### src/rtl/life_ctrl.sv
// Life board sequencer: keypad release decoding, edit cursor, grid write handshake,
// and scheduling of single-step or free-running generation starts.
module life_ctrl #(
  parameter int              X          = 8,
  parameter int              Y          = 8,
  parameter int              LOG2X      = 3,
  parameter int              LOG2Y      = 3,
  parameter int              CNT_W      = 24,
  parameter logic [CNT_W-1:0] GEN_PERIOD = CNT_W'(5000000)
) (
  input  logic             clk,
  input  logic             reset,
  input  logic [2:0]       keys,
  input  logic             cell_val,
  output logic             wr_req,
  output logic [LOG2X-1:0] wr_x,
  output logic [LOG2Y-1:0] wr_y,
  output logic             wr_data,
  input  logic             wr_ack,
  output logic             gen_start,
  input  logic             gen_busy,
  output logic [LOG2X-1:0] cursor_x,
  output logic [LOG2Y-1:0] cursor_y,
  output logic             running
);

  localparam logic [2:0] KEY_NONE   = 3'd0;
  localparam logic [2:0] KEY_UP     = 3'd1;
  localparam logic [2:0] KEY_DOWN   = 3'd2;
  localparam logic [2:0] KEY_LEFT   = 3'd3;
  localparam logic [2:0] KEY_RIGHT  = 3'd4;
  localparam logic [2:0] KEY_SELECT = 3'd5;
  localparam logic [2:0] KEY_RUN    = 3'd6;
  localparam logic [2:0] KEY_STEP   = 3'd7;

  localparam logic [LOG2X-1:0] X_MAX    = LOG2X'(X - 1);
  localparam logic [LOG2Y-1:0] Y_MAX    = LOG2Y'(Y - 1);
  localparam logic [CNT_W-1:0] CNT_LAST = GEN_PERIOD - 1'b1;

  typedef enum logic [1:0] {S_EDIT, S_WR, S_RUN, S_GEN} state_t;

  state_t             state, state_n;
  logic [2:0]         k_d;
  logic [CNT_W-1:0]   cnt, cnt_n;
  logic               seen_busy, seen_busy_n;
  logic               stop_pend, stop_pend_n;
  logic               ret_run, ret_run_n;
  logic               wr_req_n, wr_data_n, gen_start_n, running_n;
  logic [LOG2X-1:0]   wr_x_n, cursor_x_n;
  logic [LOG2Y-1:0]   wr_y_n, cursor_y_n;

  // A key event fires only on the cycle its code disappears from the keypad.
  logic ev_up, ev_down, ev_left, ev_right, ev_select, ev_run, ev_step;
  assign ev_up     = (k_d == KEY_UP)     && (keys != KEY_UP);
  assign ev_down   = (k_d == KEY_DOWN)   && (keys != KEY_DOWN);
  assign ev_left   = (k_d == KEY_LEFT)   && (keys != KEY_LEFT);
  assign ev_right  = (k_d == KEY_RIGHT)  && (keys != KEY_RIGHT);
  assign ev_select = (k_d == KEY_SELECT) && (keys != KEY_SELECT);
  assign ev_run    = (k_d == KEY_RUN)    && (keys != KEY_RUN);
  assign ev_step   = (k_d == KEY_STEP)   && (keys != KEY_STEP);

  // NOTE: every state element uses <= so all registers see pre-edge values together.
  always_ff @(posedge clk or negedge reset) begin
    if (!reset) begin
      state     <= S_EDIT;
      k_d       <= KEY_NONE;
      cnt       <= '0;
      seen_busy <= 1'b0;
      stop_pend <= 1'b0;
      ret_run   <= 1'b0;
      wr_req    <= 1'b0;
      wr_x      <= '0;
      wr_y      <= '0;
      wr_data   <= 1'b0;
      gen_start <= 1'b0;
      running   <= 1'b0;
      cursor_x  <= '0;
      cursor_y  <= '0;
    end else begin
      state     <= state_n;
      k_d       <= keys;
      cnt       <= cnt_n;
      seen_busy <= seen_busy_n;
      stop_pend <= stop_pend_n;
      ret_run   <= ret_run_n;
      wr_req    <= wr_req_n;
      wr_x      <= wr_x_n;
      wr_y      <= wr_y_n;
      wr_data   <= wr_data_n;
      gen_start <= gen_start_n;
      running   <= running_n;
      cursor_x  <= cursor_x_n;
      cursor_y  <= cursor_y_n;
    end
  end

  // NOTE: every signal gets a hold/default value first so no path infers a latch.
  always_comb begin
    state_n     = state;
    cnt_n       = cnt;
    seen_busy_n = seen_busy;
    stop_pend_n = stop_pend;
    ret_run_n   = ret_run;
    wr_req_n    = wr_req;
    wr_x_n      = wr_x;
    wr_y_n      = wr_y;
    wr_data_n   = wr_data;
    gen_start_n = 1'b0;
    running_n   = running;
    cursor_x_n  = cursor_x;
    cursor_y_n  = cursor_y;

    case (state)
      S_EDIT: begin
        if (ev_down)       cursor_y_n = (cursor_y == Y_MAX) ? '0 : cursor_y + LOG2Y'(1);
        else if (ev_up)    cursor_y_n = (cursor_y == '0) ? Y_MAX : cursor_y - LOG2Y'(1);
        if (ev_left)       cursor_x_n = (cursor_x == X_MAX) ? '0 : cursor_x + LOG2X'(1);
        else if (ev_right) cursor_x_n = (cursor_x == '0) ? X_MAX : cursor_x - LOG2X'(1);

        // The write targets the cursor as it was before any coincident move.
        if (ev_select) begin
          wr_x_n    = cursor_x;
          wr_y_n    = cursor_y;
          wr_data_n = ~cell_val;
          wr_req_n  = 1'b1;
          state_n   = S_WR;
        end else if (ev_run) begin
          running_n = 1'b1;
          cnt_n     = '0;
          state_n   = S_RUN;
        end else if (ev_step) begin
          gen_start_n = 1'b1;
          ret_run_n   = 1'b0;
          seen_busy_n = 1'b0;
          stop_pend_n = 1'b0;
          state_n     = S_GEN;
        end
      end

      S_WR: begin
        if (wr_ack) begin
          wr_req_n = 1'b0;
          state_n  = S_EDIT;
        end
      end

      S_RUN: begin
        if (ev_run) begin
          running_n = 1'b0;
          state_n   = S_EDIT;
        end else if (cnt == CNT_LAST) begin
          cnt_n       = '0;
          gen_start_n = 1'b1;
          ret_run_n   = 1'b1;
          seen_busy_n = 1'b0;
          stop_pend_n = 1'b0;
          state_n     = S_GEN;
        end else begin
          cnt_n = cnt + CNT_W'(1);
        end
      end

      S_GEN: begin
        seen_busy_n = seen_busy | gen_busy;
        stop_pend_n = stop_pend | ev_run;
        // A stop request arriving on the exit cycle itself is honoured too.
        if (seen_busy && !gen_busy) begin
          cnt_n       = '0;
          seen_busy_n = 1'b0;
          stop_pend_n = 1'b0;
          if (stop_pend || ev_run || !ret_run) begin
            running_n = 1'b0;
            state_n   = S_EDIT;
          end else begin
            state_n = S_RUN;
          end
        end
      end

      default: state_n = S_EDIT;
    endcase
  end

endmodule

### config.mk
export PLATFORM = sky130hd
export DESIGN_NAME = life_ctrl
export DESIGN_NICKNAME = d
export VERILOG_FILES = /design/src/rtl/life_ctrl.sv
export SDC_FILE = /design/constraint.sdc
export NUM_CORES = 1
export LEC_CHECK = 0
export ABC_CLOCK_PERIOD_IN_PS = 4560
export CORE_MARGIN = 2
export CORE_UTILIZATION = 55
export DETAILED_ROUTE_END_ITERATION = 8
export GPL_TIMING_DRIVEN = 0
export PLACE_DENSITY = 0.78
export SKIP_CTS_REPAIR_TIMING = 1
export SYNTH_ARGS = -nofsm -noshare
export SYNTH_HDL_FRONTEND = slang
export SYNTH_SLANG_ARGS = --single-unit
### constraint.sdc
create_clock -name clk -period 4.56 [get_ports clk]
set_input_delay 0.912 -clock clk [delete_from_list [all_inputs] [get_ports clk]]
set_output_delay 0.912 -clock clk [all_outputs]
set_load 0.005 [all_outputs]
==> key figures, run 1 <==
Power and ir drop
  • Clock network power share: 0.197
  • Leak Pwr: 0.00137 uW
  • Internal: 985 uW
  • Pwr/cell area: 496 nW/um^2
  • Worst vdd ir: 0.237 mV
  • Sw frac: 0.385
  • Logic pwr share: 0.412
  • Register share of total power: 0.392
  • Net switching power: 617 uW

Clock tree
  • Clk_lat worst skew: 0.31 ns
  • Clock tree buffer depth: 2
  • TritonCTS clock tree: yes
  • Clk slew on worst S/H paths: 0.09 ns
  • Cts bufs inserted: 5
  • CTS sink count: 48
  • Root Buffer: clkbuf_8
  • CTS H-tree lvls: 2

Floorplanning
  • Die Wd: 75.2 um
  • Die footprint: 5660 um^2
  • Rows: 25
  • Die Y: 75.2 um
  • I/O pin count: 24
  • Core area: 4820 um^2
  • Initial Utilization: 0.579

Layout
  • Fraction of layout cells with a size suffix above 1: 0.0920
  • Storage element area: 1200 um^2
  • Final Instance Area: 3230 um^2
  • Multi-input gate area: 1470 um^2
  • Area growth syn-to-layout: 15.8%
  • Filler instances: 427
  • ANT cells: 0
  • Final nets: 364

Min path
  • WHS Endpoint: wr_x[1]
  • Hold depth: 2
  • Hold path start: wr_x[1]
  • Worst min-delay path category: reg2reg

STA
  • Sum Neg Setup Slack: 0 ns
  • Fin crit share: 0.640
  • Fin. Hold Viols: 0
  • Setup slack after layout: 1.64 ns
  • Achievable Freq: 343 MHz
  • Slew HR: 0.278
  • RSZ-0062 raised after global routing: no
  • Post-route minimum period: 2.92 ns
  • Worst-Margin Slew: 1.07 ns
  • Clock Skew: 0.00582 ns
  • Slew Viols, Final: 0
  • WHS: 0.485 ns
  • Final setup fails: 0

Global routing
  • Largest net degree at the start of global routing: 26
  • Global-route usage over all layers: 0.259
  • Initial antenna violation count: 0
  • Grt ovf: 0
  • First-pass GRT wire length: 11000 um
  • Vias in the first global route: 2337

Placed design
  • Placed cell areas: 3120 um^2
  • RePlAce Congestion: 0.891
  • Setup WS pre-CTS: 1.32 ns
  • Port bufs: 23
  • Dpl hpwl: 4620 um

Setup path
  • Critical path launch point: keys[0]
  • Reg2reg path depth: 7
  • Reg2reg setup slack: 2.11 ns
  • Worst Path Max Fanout: 9
  • Critical path class: in2reg
  • CP required: 4.76 ns
  • Worst flop-to-flop path endpoint: cnt[17]
  • Worst setup SP type: input pin
  • RR Startpoint: cnt[0]
  • Setup crit end kind: register
  • Critical path arrival: 3.12 ns

Route
  • Drt pass-1 iters: 5
  • Routed wire length per instance: 15.8 um
  • # DRC: 0
  • Post-DRT Antenna Nets: 0
  • Via count: 2554
  • Initial DRC Count: 217
  • DRT Wirelength: 6550 um
  • DR vias/cell: 6.15

Yosys
  • FF+latch count, synth: 48
  • Sequential element share of the synthesized area: 0.430
  • Syn Inst Count: 316
  • Yosys warning total: 0
  • Synth top area share: 0.430
  • Most common flop cell mapped by yosys: dfrtp_1
  • Unique masters post-synth: 58
  • Mapped Avg Cell Area: 8.83 um^2
  • Post-Syn Area: 2790 um^2
  • Ranking of synthesized cells by area: dfrtp_1 (43%), o21ai_0 (5.6%), nand2_1 (5.1%), ha_1 (4.0%), nand3_1 (3.4%)
  • Cell taking the most area after synthesis: dfrtp_1
  • Post-synth EDFFs: 0
  • Syn Nets: 333
  • Share of flip-flops with an asynchronous set or reset: 1.00

Status
  • Status: finished clean

Flow run
  • Max_cap viols: 0
[state kept, by name, indices dropped and copies added, names as in the netlist]
| signal | cells |
|---|---|
| stop_pend | 1 |
| gen_start | 1 |
| cnt | 24 |
| k_d | 3 |
| cursor_y | 3 |
| state | 2 |
| cursor_x | 3 |
| seen_busy | 1 |
| wr_req | 1 |
| wr_x | 3 |
| ret_run | 1 |
| wr_data | 1 |
| wr_y | 3 |
| running | 1 |
[cells in the final DEF (no fill, tap or decap), types with 3 or more instances in the layout]
cell type	count
and3_1	7
nor3b_1	5
nor4b_1	3
a21oi_1	15
nor2b_1	6
a31oi_1	5
o22ai_1	3
nand3_1	19
clkdlybuf4s50_1	22
o21ai_0	31
o211ai_1	3
ha_1	9
dfrtp_1	48
a22o_2	3
nor3_1	7
and4_1	3
nor2_1	19
or4_2	3
clkbuf_1	9
inv_1	18
nand2_1	38
nand4_1	13
clkbuf_8	5
buf_2	4
[cell usage after synthesis (3+ instances only)]
cell and instances:
a21oi_1 15, a22o_2 3, a31oi_1 5, and3_1 7, and4_1 3, buf_2 3, clkbuf_1 9, dfrtp_1 48
ha_1 9, inv_1 18, nand2_1 38, nand3_1 19, nand4_1 13, nor2_1 19, nor2b_1 6, nor3_1 7
nor3b_1 5, nor4b_1 3, o211ai_1 3, o21ai_0 31, o22ai_1 3, or4_2 3
[worst max-delay path: stages]
cell             delay (ns)
clkdlybuf4s50_1        0.63
and3b_1                0.23
nor3_1                 0.82
nor2_4                 0.18
a221o_1                0.35
[final cells by class]
| cell class | count | share of cell area |
|---|---|---|
| well taps | 67 | 0.0259 |
| multi-input cells | 237 | 0.454 |
| clock buffers | 5 | 0.0213 |
| plain buffers | 13 | 0.0174 |
| flip-flops and latches | 48 | 0.372 |
| repair buffers | 24 | 0.0759 |
| inverters | 18 | 0.0209 |
| clock inverters | 3 | 0.0132 |
[routing by layer]
metal | vias to the layer above | track usage | part of all wire | wire length (um)
met5 | - | 0 | 0 | 0
met4 | 0 | 0.0780 | 0.015 | 99
met3 | 11 | 0.0549 | 0.054 | 351
met2 | 79 | 0.442 | 0.49 | 3220
met1 | 1238 | 0.333 | 0.44 | 2880
li1 | 1226 | - | - | -
[worst max-delay path by stage]
stage / end / slack [ns]
CTS: cnt[2] / 1.67
global route: cnt[2] / 1.48
detailed placement: cnt[2] / 1.32
finish: cnt[17] / 1.64
global placement: cnt[3] / 1.20
floorplan: cnt[2] / 2.39
[power groups by stage]
stage / Combinational [uW] / Clock, uW / Sequential [uW]
3_3_place_gp: 645 / 0 / 627
2_1_floorplan: 392 / 0 / 619
3_5_place_dp: 661 / 0 / 634
6_report: 659 / 315 / 628
5_1_grt: 755 / 341 / 643
4_1_cts: 664 / 319 / 626
[per-stage QoR]
stage | utilization | instances | total power (uW)
after global routing | 0.671 | 415 | 1740
after floorplan | - | 316 | 1010
after detailed placement | 0.648 | 407 | 1300
after global placement | 0.645 | 406 | 1270
after CTS | 0.671 | 415 | 1610
final | 0.671 | 415 | 1600
[cells by family (layout without fill, tap and decap cells)]
family / Yosys count / count (layout) / synth area share
muxes: 3 / 3 / 0.0117
adders and majority gates: 9 / 9 / 0.0403
and+or+nand+nor: 140 / 140 / 0.276
buffers and inverters: 31 / 63 / 0.0444
xor gates and xnor gates: 2 / 2 / 0.00628
AOI/OAI and AO/OA: 83 / 83 / 0.191
DFF: 48 / 48 / 0.430
Power figures use the tool's default switching activity.
==> run 2: changes to the inputs <==
--- a/config.mk
+++ b/config.mk
@@ -5,9 +5,9 @@
 export SDC_FILE = /design/constraint.sdc
 export NUM_CORES = 1
 export LEC_CHECK = 0
-export ABC_CLOCK_PERIOD_IN_PS = 4560
+export ABC_CLOCK_PERIOD_IN_PS = 2400
 export CORE_MARGIN = 2
-export CORE_UTILIZATION = 55
+export CORE_UTILIZATION = 52
 export DETAILED_ROUTE_END_ITERATION = 8
 export GPL_TIMING_DRIVEN = 0
 export PLACE_DENSITY = 0.78
==> constraint.sdc (replaced) <==
create_clock -name clk -period 2.4 [get_ports clk]
set_input_delay 0.48 -clock clk [delete_from_list [all_inputs] [get_ports clk]]
set_output_delay 0.48 -clock clk [all_outputs]
set_load 0.005 [all_outputs]
==> run 2 against run 1 <==
Compared with the run above:
- count of clock-buffer cells in the layout up 1
- clock skew up 0.0062 ns
- register-to-register slack worse by 2.0 ns
- flip-flop and latch count unchanged
- first-iteration DRC count down 27%
- critical path depth up 2
- global-route usage down 2.0 points
- setup slack worse by 1.6 ns
- final cell count up 0.72%
- final area up 1.2%
- largest cell class unchanged
- highest routed layer unchanged
==> key figures, run 2 (same netlist as run 1, synthesis figures left out) <==
Clock tree
  • Clock tree buffer depth: 2 (unchanged)
  • CTS sink count: 48 (unchanged)
  • Clk_lat worst skew: 0.31 ns (about the same)
  • Root Buffer: clkbuf_8
  • Clk slew on worst S/H paths: 0.10 ns (about the same)
  • TritonCTS clock tree: yes
  • Cts bufs inserted: 5 (unchanged)
  • CTS H-tree lvls: 2 (unchanged)

Global routing
  • Initial antenna violation count: 0 (unchanged)
  • Vias in the first global route: 2383 (+2.0%)
  • First-pass GRT wire length: 11500 um (+4.5%)
  • Largest net degree at the start of global routing: 36 (+38%)
  • Global-route usage over all layers: 0.239 (-0.0204)
  • Grt ovf: 0 (unchanged)

Layout
  • Most flops, register: cnt
  • Filler instances: 447 (+4.7%)
  • Finished Core Util: 0.636 (-0.0346)
  • ANT cells: 0 (unchanged)
  • Commonest non-fill, non-tap cells in the layout: dfrtp_1 (47), nand2_1 (38), o21ai_0 (30)
  • Fraction of layout cells with a size suffix above 1: 0.121 (+0.0287)
  • Final nets: 364 (unchanged)
  • Most common cell after layout, fill and taps aside: dfrtp_1
  • Area growth syn-to-layout: 17.2%
  • Flip-flop count of the largest register after layout: 24 (unchanged)

STA
  • Final setup fails: 0 (unchanged)
  • Clock Skew: 0.0120 ns (+0.00623 ns)
  • RSZ-0062 raised after global routing: yes
  • Post-route minimum period: 2.31 ns
  • Slew Viols, Final: 0 (unchanged)
  • WHS: 0.0515 ns (-0.434 ns)
  • Fin. Hold Viols: 0 (unchanged)
  • Achievable Freq: 433 MHz
  • Slew HR: 0.533 (+0.254)
  • Worst-Margin Slew: 0.697 ns (-0.377 ns)
  • Fin crit share: 0.963

Power and ir drop
  • Pwr/cell area: 915 nW/um^2 (+84%)
  • Worst vdd ir: 0.427 mV (+80%)
  • Leak Pwr: 0.00139 uW (+1.3%)

Floorplanning
  • Die Wd: 77.3 um (+2.7%)
  • Die footprint: 5970 um^2 (+5.5%)
  • I/O pin count: 24 (unchanged)
  • Initial Utilization: 0.543 (-0.0364)
  • Die Y: 77.3 um (+2.7%)
  • Rows: 26 (+4.0%)
  • Core area: 5140 um^2 (+6.7%)

Setup path
  • Slowest Stage Delay on Critical Path: 0.49 ns (-0.33 ns)
  • Critical path's top delay family: compound AO/OA/AOI/OAI gates
  • CP required: 2.56 ns (-2.20 ns)
  • Worst Path Max Fanout: 10 (+1)
  • Critical path arrival: 2.47 ns (-0.65 ns)
  • Ordered cell list for the critical path: ha_1, nand3_2, or4_4, o31a_2, buf_2, a41oi_1, a31oi_1
  • Critical path class: reg2reg
  • WP buf/inv: 1 (unchanged)
  • Worst setup SP type: register
  • Critical-path top delay cell: or4_4
  • Setup crit end kind: register

Route
  • Post-DRT Antenna Nets: 0 (unchanged)
  • Routed wire length per instance: 16.1 um (+1.8%)
  • DR vias/cell: 5.98 (-2.8%)
  • Initial DRC Count: 159 (-27%)
  • Drt pass-1 iters: 4 (-1)
  • DRT Wirelength: 6710 um (+2.5%)
  • Via count: 2501 (-2.1%)
  • # DRC: 0 (unchanged)

Flow run
  • Max_cap viols: 0 (unchanged)

Placed design
  • Port bufs: 23 (unchanged)
  • RePlAce Congestion: 0.915 (+2.6%)
  • Dpl hpwl: 4700 um (+1.7%)

Status
  • Status: finished clean

Min path
  • Worst min-delay path category: in2async
## run 2: final timing paths
kind                         start       to  slack, ns  cells after the start
hold reg to reg            wr_data  wr_data       0.48                      2
setup / recovery            cnt[1]   cnt[9]       0.09                      7
min in group clk           keys[0]   k_d[0]       0.47                      1
max in group asynchronous    reset   cnt[0]       1.83                      2
setup reg to reg            cnt[1]   cnt[9]       0.09                      7
hold / removal               reset  wr_data       0.05                      1
## run 2: final cells by class
class / count / area (um^2) / area share
Sequential cell: 48 / 1200 / 0.368
Clock inverter: 2 / 15.0 / 0.00459
Tap cell: 70 / 87.6 / 0.0268
Timing Repair Buffer: 24 / 248 / 0.0757
Clock buffer: 6 / 82.6 / 0.0252
Buffer: 13 / 58.8 / 0.0180
Multi-Input combinational cell: 237 / 1510 / 0.461
Inverter: 18 / 67.6 / 0.0207
## run 2: where the power goes
group / internal [uW] / switching (uW) / total (uW) / leakage [uW]
Combinational: 568 / 710 / 1280 / 0.000712
Clock: 234 / 286 / 520 / 0.0000434
Sequential: 1000 / 190 / 1190 / 0.000631
Total: 1810 / 1190 / 2990 / 0.00139
## run 2: metal layers
layer,vias up,global-route usage,wire (um)
met2,79,0.391,3320
met3,9,0.0494,356
met1,1184,0.314,2960
li1,1229,-,-
met5,-,0,0
met4,0,0.0821,74
## run 2: metrics by stage
stage,worst slack [ns],setup TNS [ns],total power [uW],instances,cell area (um^2)
after CTS,-0.0794,-0.338,2980,418,3220
after global routing,-0.0105,-0.0190,3240,418,3270
after global placement,-0.537,-32.27,2410,409,3110
after detailed placement,-0.398,-8.15,2470,410,3120
final,0.0887,0,2990,418,3270
after floorplan,0.310,0,1920,316,2790
## run 2: worst reg2reg max path: stages (launching register included)
cell	delay (ns)
dfrtp_1	0.41
ha_1	0.23
nand3_2	0.17
or4_4	0.49
o31a_2	0.38
buf_2	0.21
a41oi_1	0.23
a31oi_1	0.06
==> run 3: changes to the inputs <==
--- a/config.mk
+++ b/config.mk
@@ -5,11 +5,13 @@
 export SDC_FILE = /design/constraint.sdc
 export NUM_CORES = 1
 export LEC_CHECK = 0
-export ABC_CLOCK_PERIOD_IN_PS = 2400
+export ABC_CLOCK_PERIOD_IN_PS = 1850
+export CORE_ASPECT_RATIO = 1.25
 export CORE_MARGIN = 2
 export CORE_UTILIZATION = 52
 export DETAILED_ROUTE_END_ITERATION = 8
 export GPL_TIMING_DRIVEN = 0
+export MAX_ROUTING_LAYER = met4
 export PLACE_DENSITY = 0.78
 export SKIP_CTS_REPAIR_TIMING = 1
 export SYNTH_ARGS = -nofsm -noshare
==> constraint.sdc (replaced) <==
create_clock -name clk -period 1.85 [get_ports clk]
set_input_delay 0.37 -clock clk [delete_from_list [all_inputs] [get_ports clk]]
set_output_delay 0.37 -clock clk [all_outputs]
set_load 0.005 [all_outputs]
==> run 3 against run 2 <==
Compared with the run above:
- the run now ends with setup timing left
- routed wire length up 8.3%
- total power rose by 49%
- final cell count rose by 0.96%
- final area up 11%
- via count rose by 8.3%
- clock skew shrank 0.00079 ns
- sequential share of layout area is 3.4 points lower
- utilization increased by 7.3 points
- clock power increased by 48%
- sequential power up 32%
- critical path type unchanged
- critical endpoint is now state[0]
==> key figures, run 3 (same netlist as run 1, synthesis figures left out) <==
Route
  • Drt pass-1 iters: 5 (+1)
  • DRT Wirelength: 7260 um (+8.3%)
  • Post-DRT Antenna Nets: 0 (unchanged)
  • DR vias/cell: 6.42 (+7.3%)
  • Routed wire length per instance: 17.2 um (+7.2%)
  • Initial DRC Count: 229 (+44%)
  • Via count: 2708 (+8.3%)
  • # DRC: 0 (unchanged)

Global routing
  • Global-route usage over all layers: 0.234 (-0.00507)
  • First-pass GRT wire length: 11000 um (-4.1%)
  • Largest net degree at the start of global routing: 31 (-14%)
  • Grt ovf: 0 (unchanged)
  • Vias in the first global route: 2426 (+1.8%)
  • Initial antenna violation count: 0 (unchanged)

Power and ir drop
  • Pwr/cell area: 1230 nW/um^2 (+35%)
  • Leak Pwr: 0.00156 uW (+12%)
  • Net switching power: 1730 uW (+46%)
  • Clock network power share: 0.172 (-0.002)
  • Worst vdd ir: 0.824 mV (+93%)
  • Internal: 2740 uW (+52%)
  • Sw frac: 0.387 (-0.00951)
  • Register share of total power: 0.352 (-0.047)
  • Logic pwr share: 0.476 (+0.049)

Clock tree
  • TritonCTS clock tree: yes
  • CTS H-tree lvls: 2 (unchanged)
  • Clk slew on worst S/H paths: 0.10 ns (about the same)
  • Cts bufs inserted: 5 (unchanged)
  • Clock tree buffer depth: 2 (unchanged)
  • CTS sink count: 48 (unchanged)
  • Clk_lat worst skew: 0.31 ns (about the same)
  • Root Buffer: clkbuf_8

Placed design
  • RePlAce Congestion: 0.850 (-7.1%)
  • Port bufs: 23 (unchanged)
  • Dpl hpwl: 4610 um (-1.9%)
  • Placed cell areas: 3170 um^2 (+1.5%)

Setup path
  • Worst Path Max Fanout: 7 (-3)
  • Reg2reg path depth: 5 (-2)
  • Setup crit end kind: register
  • CP required: 2.07 ns (-0.49 ns)
  • Critical path arrival: 2.35 ns (-0.12 ns)
  • CP Capture Point: state[0]
  • Reg2reg setup slack: -0.28 ns (-0.37 ns)
  • Worst setup SP type: register
  • Worst flop-to-flop path endpoint: state[0]
  • Critical path launch point: cnt[8]
  • RR Startpoint: cnt[8]
  • Critical path class: reg2reg

Layout
  • Final Instance Area: 3630 um^2 (+11%)
  • Storage element area: 1210 um^2 (+0.62%)
  • Final nets: 376 (+3.3%)
  • Flip-flop count of the largest register after layout: 24 (unchanged)
  • Most flops, register: cnt
  • ANT cells: 0 (unchanged)
  • Multi-input gate area: 1690 um^2 (+12%)
  • Commonest non-fill, non-tap cells in the layout: dfrtp_1 (41), nand2_1 (35), o21ai_0 (25)
  • Filler instances: 391 (-13%)
  • Finished Core Util: 0.709 (+0.0727)
  • Most common cell after layout, fill and taps aside: dfrtp_1
  • Fraction of layout cells with a size suffix above 1: 0.244 (+0.124)
  • Area growth syn-to-layout: 29.9%

Status
  • Status: finished, violations left
  • Failing checks: setup timing

STA
  • Setup slack after layout: -0.280 ns (-0.369 ns)
  • Post-route minimum period: 2.13 ns (-0.181 ns)
  • Slew Viols, Final: 0 (unchanged)
  • Fin. Hold Viols: 0 (unchanged)
  • Achievable Freq: 469 MHz (+8.5%)
  • Clock Skew: 0.0113 ns (-0.000787 ns)
  • Sum Neg Setup Slack: -4.28 ns (-4.28 ns)
  • Fin crit share: 1.15 (+0.188)
  • Final setup fails: 26 (+26)
  • RSZ-0062 raised after global routing: yes
  • Worst-Margin Slew: 0.500 ns (-0.197 ns)
  • Slew HR: 0.663 (+0.131)

Min path
  • Worst min-delay path category: in2async

Floorplanning
  • Die footprint: 5970 um^2 (about the same)
  • Initial Utilization: 0.546 (+0.00252)
  • I/O pin count: 24 (unchanged)
  • Core area: 5120 um^2 (-0.46%)
  • Die Wd: 69.5 um (-10%)
  • Die Y: 85.9 um (+11%)
  • Rows: 29 (+12%)

Flow run
  • Max_cap viols: 0 (unchanged)
[run 3: per-stage QoR]
| stage | hold slack, ns | setup WS, ns | total power, uW | cells |
|---|---|---|---|---|
| after global placement | 0.463 | -0.995 | 3210 | 401 |
| after detailed placement | 0.340 | -0.827 | 3270 | 402 |
| after global routing | 0.0406 | -0.343 | 4740 | 422 |
| final | 0.00502 | -0.280 | 4470 | 422 |
| after floorplan | 0.0744 | -0.137 | 2560 | 316 |
| after CTS | 0.0142 | -0.493 | 4030 | 410 |
[run 3: layout make-up]
| class | count | area share |
|---|---|---|
| Sequential cell | 48 | 0.334 |
| Clock buffer | 5 | 0.0190 |
| Timing Repair Buffer | 38 | 0.108 |
| Tap cell | 62 | 0.0214 |
| Multi-Input combinational cell | 237 | 0.465 |
| Inverter | 18 | 0.0186 |
| Clock inverter | 3 | 0.0117 |
| Buffer | 11 | 0.0221 |
[run 3: how the worst min path moves through the flow]
stage / end / slack [ns] / from
after floorplan: cnt[0] / 0.07 / reset
after global placement: wr_y[1] / 0.46 / wr_y[1]
after detailed placement: cursor_y[1] / 0.34 / reset
after CTS: cursor_y[1] / 0.01 / reset
after global routing: cursor_y[1] / 0.04 / reset
final: cnt[1] / 0.005 / reset
[run 3: power by group through the flow]
| stage | combinational, uW | sequential [uW] | clock [uW] |
|---|---|---|---|
| floorplan | 1020 | 1540 | 0 |
| global placement | 1650 | 1560 | 0 |
| detailed placement | 1690 | 1570 | 0 |
| CTS | 1700 | 1550 | 777 |
| global route | 2320 | 1610 | 812 |
| finish | 2130 | 1570 | 768 |
[run 3: worst max-delay path, cell delays in order, from the launching register on]
cell and delay [ns]:
dfrtp_1 0.50, nand2_1 0.21, or4b_2 0.70, nor3_2 0.30, a21boi_0 0.15, o31ai_1 0.21
[run 3: per-layer routing]
metal,up-vias,share of wire,GRT usage
met5,-,0,-
met4,0,0.032,0.0980
met3,27,0.055,0.0411
met2,108,0.50,0.400
met1,1319,0.41,0.272
li1,1254,-,-
